==> src/rtl/adder_pkg.sv <==
// Shared constants, types and flag helper for the registered 32-bit CLA adder.
package adder_pkg;

    localparam int WIDTH = 32;
    localparam int BLK   = 4;
    localparam int NGRP  = WIDTH / BLK;

    typedef logic [WIDTH-1:0] word_t;
    typedef logic [NGRP-1:0]  grp_t;

    // Signed overflow: operands agree in sign but the sum's sign differs.
    function automatic logic ovf_calc(input logic a_msb, input logic b_msb, input logic s_msb);
        return (a_msb == b_msb) && (s_msb != a_msb);
    endfunction

endpackage

==> src/rtl/adder32_cla_4.sv <==
// 4-bit carry-lookahead slice: local sum plus group propagate/generate for the next level.
module cla_4 (
    input  logic [3:0] a,
    input  logic [3:0] b,
    input  logic       cin,
    output logic [3:0] s,
    output logic       p,
    output logic       g
);

    logic [3:0] pb;
    logic [3:0] gb;
    logic [3:0] c;

    assign pb = a ^ b;
    assign gb = a & b;

    assign c[0] = cin;
    assign c[1] = gb[0] | (pb[0] & cin);
    assign c[2] = gb[1] | (pb[1] & gb[0]) | (pb[1] & pb[0] & cin);
    assign c[3] = gb[2] | (pb[2] & gb[1]) | (pb[2] & pb[1] & gb[0])
                | (pb[2] & pb[1] & pb[0] & cin);

    assign s = pb ^ c;

    // Group terms are independent of cin so the upper lookahead level never loops back.
    assign p = &pb;
    assign g = gb[3] | (pb[3] & gb[2]) | (pb[3] & pb[2] & gb[1])
             | (pb[3] & pb[2] & pb[1] & gb[0]);

endmodule

==> src/rtl/adder32.sv <==
// Registered 32-bit two's-complement adder, 1-cycle latency, valid-qualified.
// Optional subtract mode (extra `sub` port) is enabled by defining ADDER_SUB_EN.
module adder32
    import adder_pkg::*;
(
    input  logic  clk,
    input  logic  rst_n,
    input  logic  in_valid,
    input  word_t a,
    input  word_t b,
    input  logic  cin,
`ifdef ADDER_SUB_EN
    input  logic  sub,
`endif
    output word_t q,
    output logic  cout,
    output logic  ovf,
    output logic  out_valid
);

    word_t           b_eff;
    logic            cin_eff;
    word_t           sum;
    grp_t            grp_p;
    grp_t            grp_g;
    logic [NGRP:0]   grp_c;

`ifdef ADDER_SUB_EN
    // Subtract as a + ~b + ~cin, so cin acts as borrow-in and cout=1 means no borrow.
    assign b_eff   = sub ? ~b : b;
    assign cin_eff = sub ? ~cin : cin;
`else
    assign b_eff   = b;
    assign cin_eff = cin;
`endif

    for (genvar i = 0; i < NGRP; i++) begin : g_slice
        cla_4 u_cla (
            .a   (a[i*BLK +: BLK]),
            .b   (b_eff[i*BLK +: BLK]),
            .cin (grp_c[i]),
            .s   (sum[i*BLK +: BLK]),
            .p   (grp_p[i]),
            .g   (grp_g[i])
        );
    end

    // Second-level lookahead: each group carry as a flat sum of products of group P/G.
    always_comb begin
        logic prod;
        logic acc;
        grp_c[0] = cin_eff;
        for (int k = 1; k <= NGRP; k++) begin
            acc  = 1'b0;
            for (int j = 0; j < k; j++) begin
                prod = grp_g[j];
                for (int m = j + 1; m < k; m++) prod = prod & grp_p[m];
                acc = acc | prod;
            end
            prod = cin_eff;
            for (int m = 0; m < k; m++) prod = prod & grp_p[m];
            grp_c[k] = acc | prod;
        end
    end

    word_t q_d,    q_q;
    logic  cout_d, cout_q;
    logic  ovf_d,  ovf_q;
    logic  vld_d,  vld_q;

    always_comb begin
        // NOTE: every output gets a default first so no path leaves a latch behind.
        q_d    = q_q;
        cout_d = cout_q;
        ovf_d  = ovf_q;
        vld_d  = in_valid;
        if (in_valid) begin
            q_d    = sum;
            cout_d = grp_c[NGRP];
            ovf_d  = ovf_calc(a[WIDTH-1], b_eff[WIDTH-1], sum[WIDTH-1]);
        end
    end

    always_ff @(posedge clk or negedge rst_n) begin
        if (!rst_n) begin
            q_q    <= '0;
            cout_q <= 1'b0;
            ovf_q  <= 1'b0;
            vld_q  <= 1'b0;
        end else begin
            // NOTE: non-blocking so every flop samples pre-edge values regardless of statement order.
            q_q    <= q_d;
            cout_q <= cout_d;
            ovf_q  <= ovf_d;
            vld_q  <= vld_d;
        end
    end

    assign q         = q_q;
    assign cout      = cout_q;
    assign ovf       = ovf_q;
    assign out_valid = vld_q;

endmodule

==> config.mk <==
export PLATFORM = sky130hd
export DESIGN_NAME = adder32
export DESIGN_NICKNAME = d
export VERILOG_FILES = /design/src/rtl/adder_pkg.sv /design/src/rtl/adder32_cla_4.sv /design/src/rtl/adder32.sv
export SDC_FILE = /design/constraint.sdc
export NUM_CORES = 1
export LEC_CHECK = 0
export BUFFER_PORTS_ARGS = -buffer_cell sky130_fd_sc_hd__buf_2
export CAP_MARGIN = 5
export CORE_UTILIZATION = 49
export CTS_CLUSTER_SIZE = 25
export DETAILED_ROUTE_END_ITERATION = 16
export PLACE_DENSITY = 0.79
export SETUP_SLACK_MARGIN = 0.02
export SLEW_MARGIN = 20
export SYNTH_ARGS = -nofsm -noshare
export SYNTH_HDL_FRONTEND = slang
export SYNTH_SLANG_ARGS = --single-unit
==> constraint.sdc <==
create_clock -name clk -period 1.3 [get_ports clk]
set_clock_uncertainty 0.2 [all_clocks]
set_input_delay 0.065 -clock clk [delete_from_list [all_inputs] [get_ports clk]]
set_output_delay 0.065 -clock clk [all_outputs]
set_load 0.05 [all_outputs]
==> flow_summary.json, run 1 <==
{
  "status": "complete, but fails checks",
  "violations": "hold timing, setup timing",
  "cts_sinks": 35,
  "p_clk_share_pct": 17.1,
  "synth.net_count": 352,
  "grt_first_pass_wirelength_mm": 11.2,
  "tightestPinTransition_ps": 444,
  "p_sw_mw": 2.29,
  "numCtsBuffers": 5,
  "dieArea_mm2": 0.00567,
  "clk_pin_slew_worst_paths_ps": 80,
  "synth-edff-count": 0,
  "route.detailed.drc": 0,
  "vdd_ir_drop_max_mv": 0.968,
  "cp.arrival_ps": 2320,
  "die_h_um": 75.3,
  "drt-total-wl_mm": 8.38,
  "crit_slowest_cell": "fa_2",
  "pwr-share-seq_pct": 28.0,
  "synth_cell_type_count": 51,
  "drt-initial-drc-count": 74,
  "reg2reg_depth": 3,
  "cp-startpoint": "a[19]",
  "htreeDepth": 2,
  "fin_crit_sh_pct": 180,
  "synth_most_common_cell": "dfrtp_1",
  "die_w_um": 75.3,
  "dr.pass1.iters": 4,
  "combPwrFrac_pct": 54.8,
  "synth_commonest_cells": "dfrtp_1, ha_1, a21oi_1, mux2_2",
  "crit_type": "in2reg",
  "synth-async-reset-ratio_pct": 100,
  "top_usage_layer": "met2",
  "cts_buffer_depth": 2,
  "startpoint_type": "input pin",
  "internal_power_mw": 2.97,
  "r2r-end": "q[15]",
  "nNetsFinal": 529,
  "track_usage_pct": 26.4,
  "r2r-start": "q[15]",
  "regToRegSetupSlack_ps": 50,
  "max_freq_mhz": 427,
  "clk_latency_ps": 290,
  "crit_path_end_kind": "flip-flop",
  "setup_tns_ps": -22420,
  "initial_core_util_pct": 51.2,
  "synth_top_area_share_pct": 33.3,
  "cts-hold-fix-buffers": 4,
  "crit_path_end": "q[28]",
  "core_mm2": 0.00514,
  "critPathRequiredTime_ps": 1280,
  "insertedDiodeCount": 0,
  "rows": 26,
  "timing.hold.ws_ps": -66.9,
  "io_pins": 103,
  "use_met3_pct": 4.10,
  "hold_violations": 1,
  "ant_nets": 0,
  "cellLeakagePower_nw": 2.13,
  "max_slew_margin_pct": 70.2,
  "routedWlPerCell_um": 17.0,
  "grt_overflow": 0,
  "cp_max_fo": 3,
  "vias_per_cell": 5.45,
  "setup_viol": 30,
  "crit_chain": "buf_6 > ha_4 > a21oi_4 > o21ai_2 > a221o_1 > a21oi_2 > o2bb2ai_2 > o21ba_4 > nand2b_1 > fa_2 > mux2_4",
  "drive_above_1_share_pct": 64.5,
  "globalplace.congestion": 0.816,
  "ys_top_cells_by_area": "dfrtp_1, ha_1, mux2_2, fa_1, xnor2_1",
  "port_buffers": 102,
  "first_global_vias": 2541,
  "dpl_worst_slack_ps": -1380,
  "synth-main-ff-cell": "dfrtp_1",
  "dp_hpwl_mm": 5.34,
  "yosysTopAreaCell": "dfrtp_1",
  "synth_seq_cells": 35,
  "switching_share_pct": 43.5,
  "syn_area_per_cell_um2": 10.8,
  "drv_slew": 0,
  "synthCells": 244,
  "yosysWarnings": 0,
  "grt_max_degree": 36,
  "antenna_found_initial": 0,
  "cts_tree": "yes",
  "synthToLayoutAreaGrowth_pct": 69.2,
  "max_stage_delay_ps": 400,
  "layout_setup_ws_ps": -1040,
  "hold_path.class": "in2reg",
  "cts_root_buf": "clkbuf_8",
  "grt_util_met2_pct": 49.8,
  "cap_violations": 0,
  "rsz0062_at_grt": "true",
  "via_count": 2683,
  "netlist_area_mm2": 0.00263,
  "hold_start": "b[31]",
  "ys_seq_area_share_pct": 33.3,
  "period_needed_ps": 2340,
  "pwr_density_cell_mw_per_mm2": 1180,
  "grt_use_met1_pct": 30.4
}
layer usage:
metal / part of all wire (%) / vias up
li1: - / 1249
met4: 3.3 / 0
met1: 37 / 1300
met2: 54 / 108
met3: 5.1 / 26
met5: 0 / -
power groups by stage:
stage / clock network [mW] / registers (mW) / logic, mW
2_1_floorplan: 0 / 2.33 / 0.847
3_3_place_gp: 0 / 1.47 / 2.44
3_5_place_dp: 0 / 1.47 / 2.50
4_1_cts: 0.911 / 1.46 / 2.62
5_1_grt: 0.964 / 1.50 / 3.06
6_report: 0.903 / 1.48 / 2.88
through the flow:
step	power [mW]	instance area (um2)	utilization (%)	std cells
2_1_floorplan	3.18	2800	-	244
4_1_cts	4.99	4150	80.8	485
5_1_grt	5.52	4450	86.6	492
3_3_place_gp	3.91	3830	74.6	468
6_report	5.26	4450	86.6	492
3_5_place_dp	3.98	3830	74.6	468
cell type report:
type                       instances  area (um2)
clock buffer                       8         100
fill                             283         687
inverter                           8        30.0
multi-input combinational        195        2180
sequential                        35         876
tap                               70        87.6
timing repair buffer             176        1180
layout by cell type, fill, tap and decap left out, types with 4 or more instances in the layout:
cell,synthesis,final
nand4_1,4,4
nor2_1,14,13
ha_4,0,15
mux2_2,19,8
ha_1,32,16
a21oi_4,0,4
xnor2_2,0,6
xor2_1,5,5
o21ai_2,1,4
inv_1,7,7
nand2_1,13,13
dlygate4sd3_1,0,4
a21oi_2,1,13
buf_2,0,92
a21oi_1,24,8
mux2_4,0,11
nor3_1,5,5
a21o_1,10,10
o21a_1,4,4
xnor2_1,14,8
clkbuf_8,0,7
dfrtp_1,35,35
fa_2,0,7
buf_4,0,64
buf_6,0,13
critical path, delay by kind of cell:
family / cells / cell delay [ps]
buffers and inverters: 1 / 100
AO/OA/AOI/OAI: 6 / 1160
AND/OR/NAND/NOR: 1 / 80
adder cells (fa/ha/maj): 2 / 660
multiplexers: 1 / 260
how the worst min path moves through the flow:
stage / end / slack (ps) / cells after the start
floorplan: cout / -430 / 0
global placement: q[21] / -160 / 2
detailed placement: q[20] / -160 / 2
CTS: ovf / -70 / 3
global route: ovf / -70 / 3
finish: ovf / -70 / 3
state kept, by name, indices dropped and copies added, names as in the netlist:
register,flops
cout,1
out_valid,1
ovf,1
q,32
cell families after synthesis:
logic type | after synthesis | share of synthesized area, %
multiplexers | 19 | 8.13
buffers and inverters | 14 | 2.00
XOR/XNOR | 19 | 6.32
flip-flops | 35 | 33.3
AO/OA/AOI/OAI | 65 | 19.0
AND/OR/NAND/NOR | 52 | 9.98
adder cells (fa/ha/maj) | 40 | 21.3
repair_timing:
item                                    in CTS  in global routing
hold endpoints to repair                    40                  1
gates resized for setup                     25                 46
endpoints found under the setup margin      32                 31
pin swaps                                   16                 33
buffers inserted                             5                  7
Power figures use the tool's default switching activity.
==> run 2: changes to the inputs <==
Settings changed: CORE_UTILIZATION 49 to 45, PLACE_DENSITY 0.79 to 0.77.
Clock period 1.3 ns to 1.9 ns, I/O delays scaled along.
==> run 2 against run 1 <==
Net effect:
- the flow finishes with violations (setup timing)
- routed wire length is 14% lower
- worst setup slack better by 640 ps
- non-clock buffer count is 4 lower
- first-iteration DRC count is 34% higher
- clock power is 36% lower
- cell area is 5.0% lower
- final cell count is 0.41% lower
- count of clock-buffer cells in the layout is 1 lower
- critical endpoint is now ovf
- largest power group unchanged
==> flow_summary.json, run 2 (synthesis gave the netlist of run 1 again) <==
{
  "fin_crit_sh_pct": 121,
  "route.detailed.drc": 0,
  "crit_slowest_cell": "a2111oi_4",
  "antenna_found_initial": 0,
  "vias_per_cell": 5.19,
  "nFillCells": 373,
  "hold_path.class": "in2reg",
  "tightestPinTransition_ps": 463,
  "period_needed_ps": 2300,
  "largest_reg_flops": 32,
  "drv_slew": 0,
  "first_global_vias": 2691,
  "violations": "setup timing",
  "routedWlPerCell_um": 14.7,
  "globalplace.congestion": 0.768,
  "dieArea_mm2": 0.00616,
  "htreeDepth": 2,
  "grt_max_degree": 23,
  "grt_first_pass_wirelength_mm": 11.8,
  "final_cell_area_mm2": 0.00423,
  "io_pins": 103,
  "max_slew_margin_pct": 69.1,
  "hold_violations": 0,
  "insertedDiodeCount": 0,
  "dr.pass1.iters": 4,
  "nNetsFinal": 525,
  "cellLeakagePower_nw": 2.06,
  "port_buffers": 102,
  "cp_top_family": "compound AO/OA/AOI/OAI gates",
  "startpoint_type": "input pin",
  "max_stage_delay_ps": 330,
  "die_h_um": 78.5,
  "cp_max_fo": 5,
  "mostFrequentLayoutCell": "buf_2",
  "critPathRequiredTime_ps": 1880,
  "crit_chain": "buf_6 > ha_4 > and3_4 > a31oi_4 > a21oi_2 > o2111ai_2 > a21o_1 > o21ba_4 > a2111oi_4 > buf_4 > nor3_2 > o41ai_2",
  "cts_sinks": 35,
  "cap_violations": 0,
  "via_count": 2543,
  "vdd_ir_drop_max_mv": 0.523,
  "cts_buffer_depth": 2,
  "grt_overflow": 0,
  "pwr_density_cell_mw_per_mm2": 808,
  "utilization_pct": 75.9,
  "setup_viol": 24,
  "track_usage_pct": 24.4,
  "timing.hold.ws_ps": 51.5,
  "ant_nets": 0,
  "dpl_cell_area_mm2": 0.00379,
  "clk_pin_slew_worst_paths_ps": 80,
  "crit_type": "in2reg",
  "synthToLayoutAreaGrowth_pct": 60.7,
  "numCtsBuffers": 5,
  "max_freq_mhz": 434,
  "rsz0062_at_grt": "true",
  "cp.arrival_ps": 2280,
  "initial_core_util_pct": 47.2,
  "rows": 27,
  "drive_above_1_share_pct": 59.6,
  "final_cell_mix": "buf_2, buf_4, dfrtp_1, ha_1, a21oi_1",
  "core_mm2": 0.00557,
  "drt-initial-drc-count": 99,
  "drt-total-wl_mm": 7.21,
  "cts_root_buf": "clkbuf_8",
  "clk_latency_ps": 280,
  "crit_buf_inv": 2,
  "cts_tree": "yes",
  "dp_hpwl_mm": 5.47,
  "setup_tns_ps": -6790,
  "crit_path_end_kind": "flip-flop",
  "status": "complete, but fails checks",
  "die_w_um": 78.5,
  "layout_setup_ws_ps": -402
}
==> run 2: changes by cell type in the layout (fill, tap and decap cells not counted), moves of 3 or more <==
cell     previous run  this run
a21oi_1             8        15
ha_1               16        22
ha_4               15        10
a21oi_2            13         9
a21oi_4             4         1
buf_4              64        61
mux2_2              8        11
mux2_4             11         8
xnor2_1             8        11
xnor2_2             6         3
==> run 2: timing repair <==
item,in CTS,in global routing
gates resized for setup,27,15
hold buffers,4,0
setup endpoints to repair,25,26
buffers inserted,6,5
gates cloned,0,0
pin swaps,19,12
endpoints found under the hold margin,39,0
==> run 2: worst min-delay path, stage by stage <==
cell and delay (ps):
buf_2 110, inv_1 70, fa_1 170, a21oi_1 60
==> run 2: per-layer routing <==
| layer | global-route usage, % | vias to the layer above | share of wire (%) |
|---|---|---|---|
| met3 | 4.77 | 13 | 3.9 |
| met4 | 6.30 | 0 | 1.8 |
| met2 | 45.7 | 78 | 53 |
| li1 | - | 1238 | - |
| met5 | 0 | - | 0 |
| met1 | 28.1 | 1214 | 41 |
==> run 2: final cells by class <==
cell class | instances | area, um2 | share of cell area (%)
clock buffers | 7 | 86.3 | 2.04
clock inverters | 1 | 8.76 | 0.207
inverters | 8 | 30.0 | 0.710
multi-input cells | 195 | 2010 | 47.5
flip-flops and latches | 35 | 876 | 20.7
well taps | 72 | 90.1 | 2.13
repair buffers | 172 | 1130 | 26.7
==> run 2: path summary, 6_finish.rpt <==
check,cells after the start,endpoint,slack [ps],start
max in group asynchronous,3,q[20],940,rst_n
min reg2reg,2,q[31],290,q[31]
max,12,ovf,-400,a[2]
min,4,q[0],50,b[0]
max reg2reg,3,q[15],690,q[15]
min in group asynchronous,2,out_valid,90,rst_n
==> run 2: stage by stage <==
step / setup WS (ps) / total power [mW] / std cells
2_1_floorplan: -503 / 2.17 / 244
3_3_place_gp: -704 / 2.66 / 467
3_5_place_dp: -763 / 2.70 / 467
4_1_cts: -413 / 3.37 / 485
5_1_grt: -485 / 3.61 / 490
6_report: -402 / 3.42 / 490
==> run 2: where the power goes <==
part	internal, mW	leakage, nW	switching (mW)
Sequential	0.910	0.407	0.0887
Combinational	0.727	1.61	1.11
Clock	0.297	0.0484	0.285
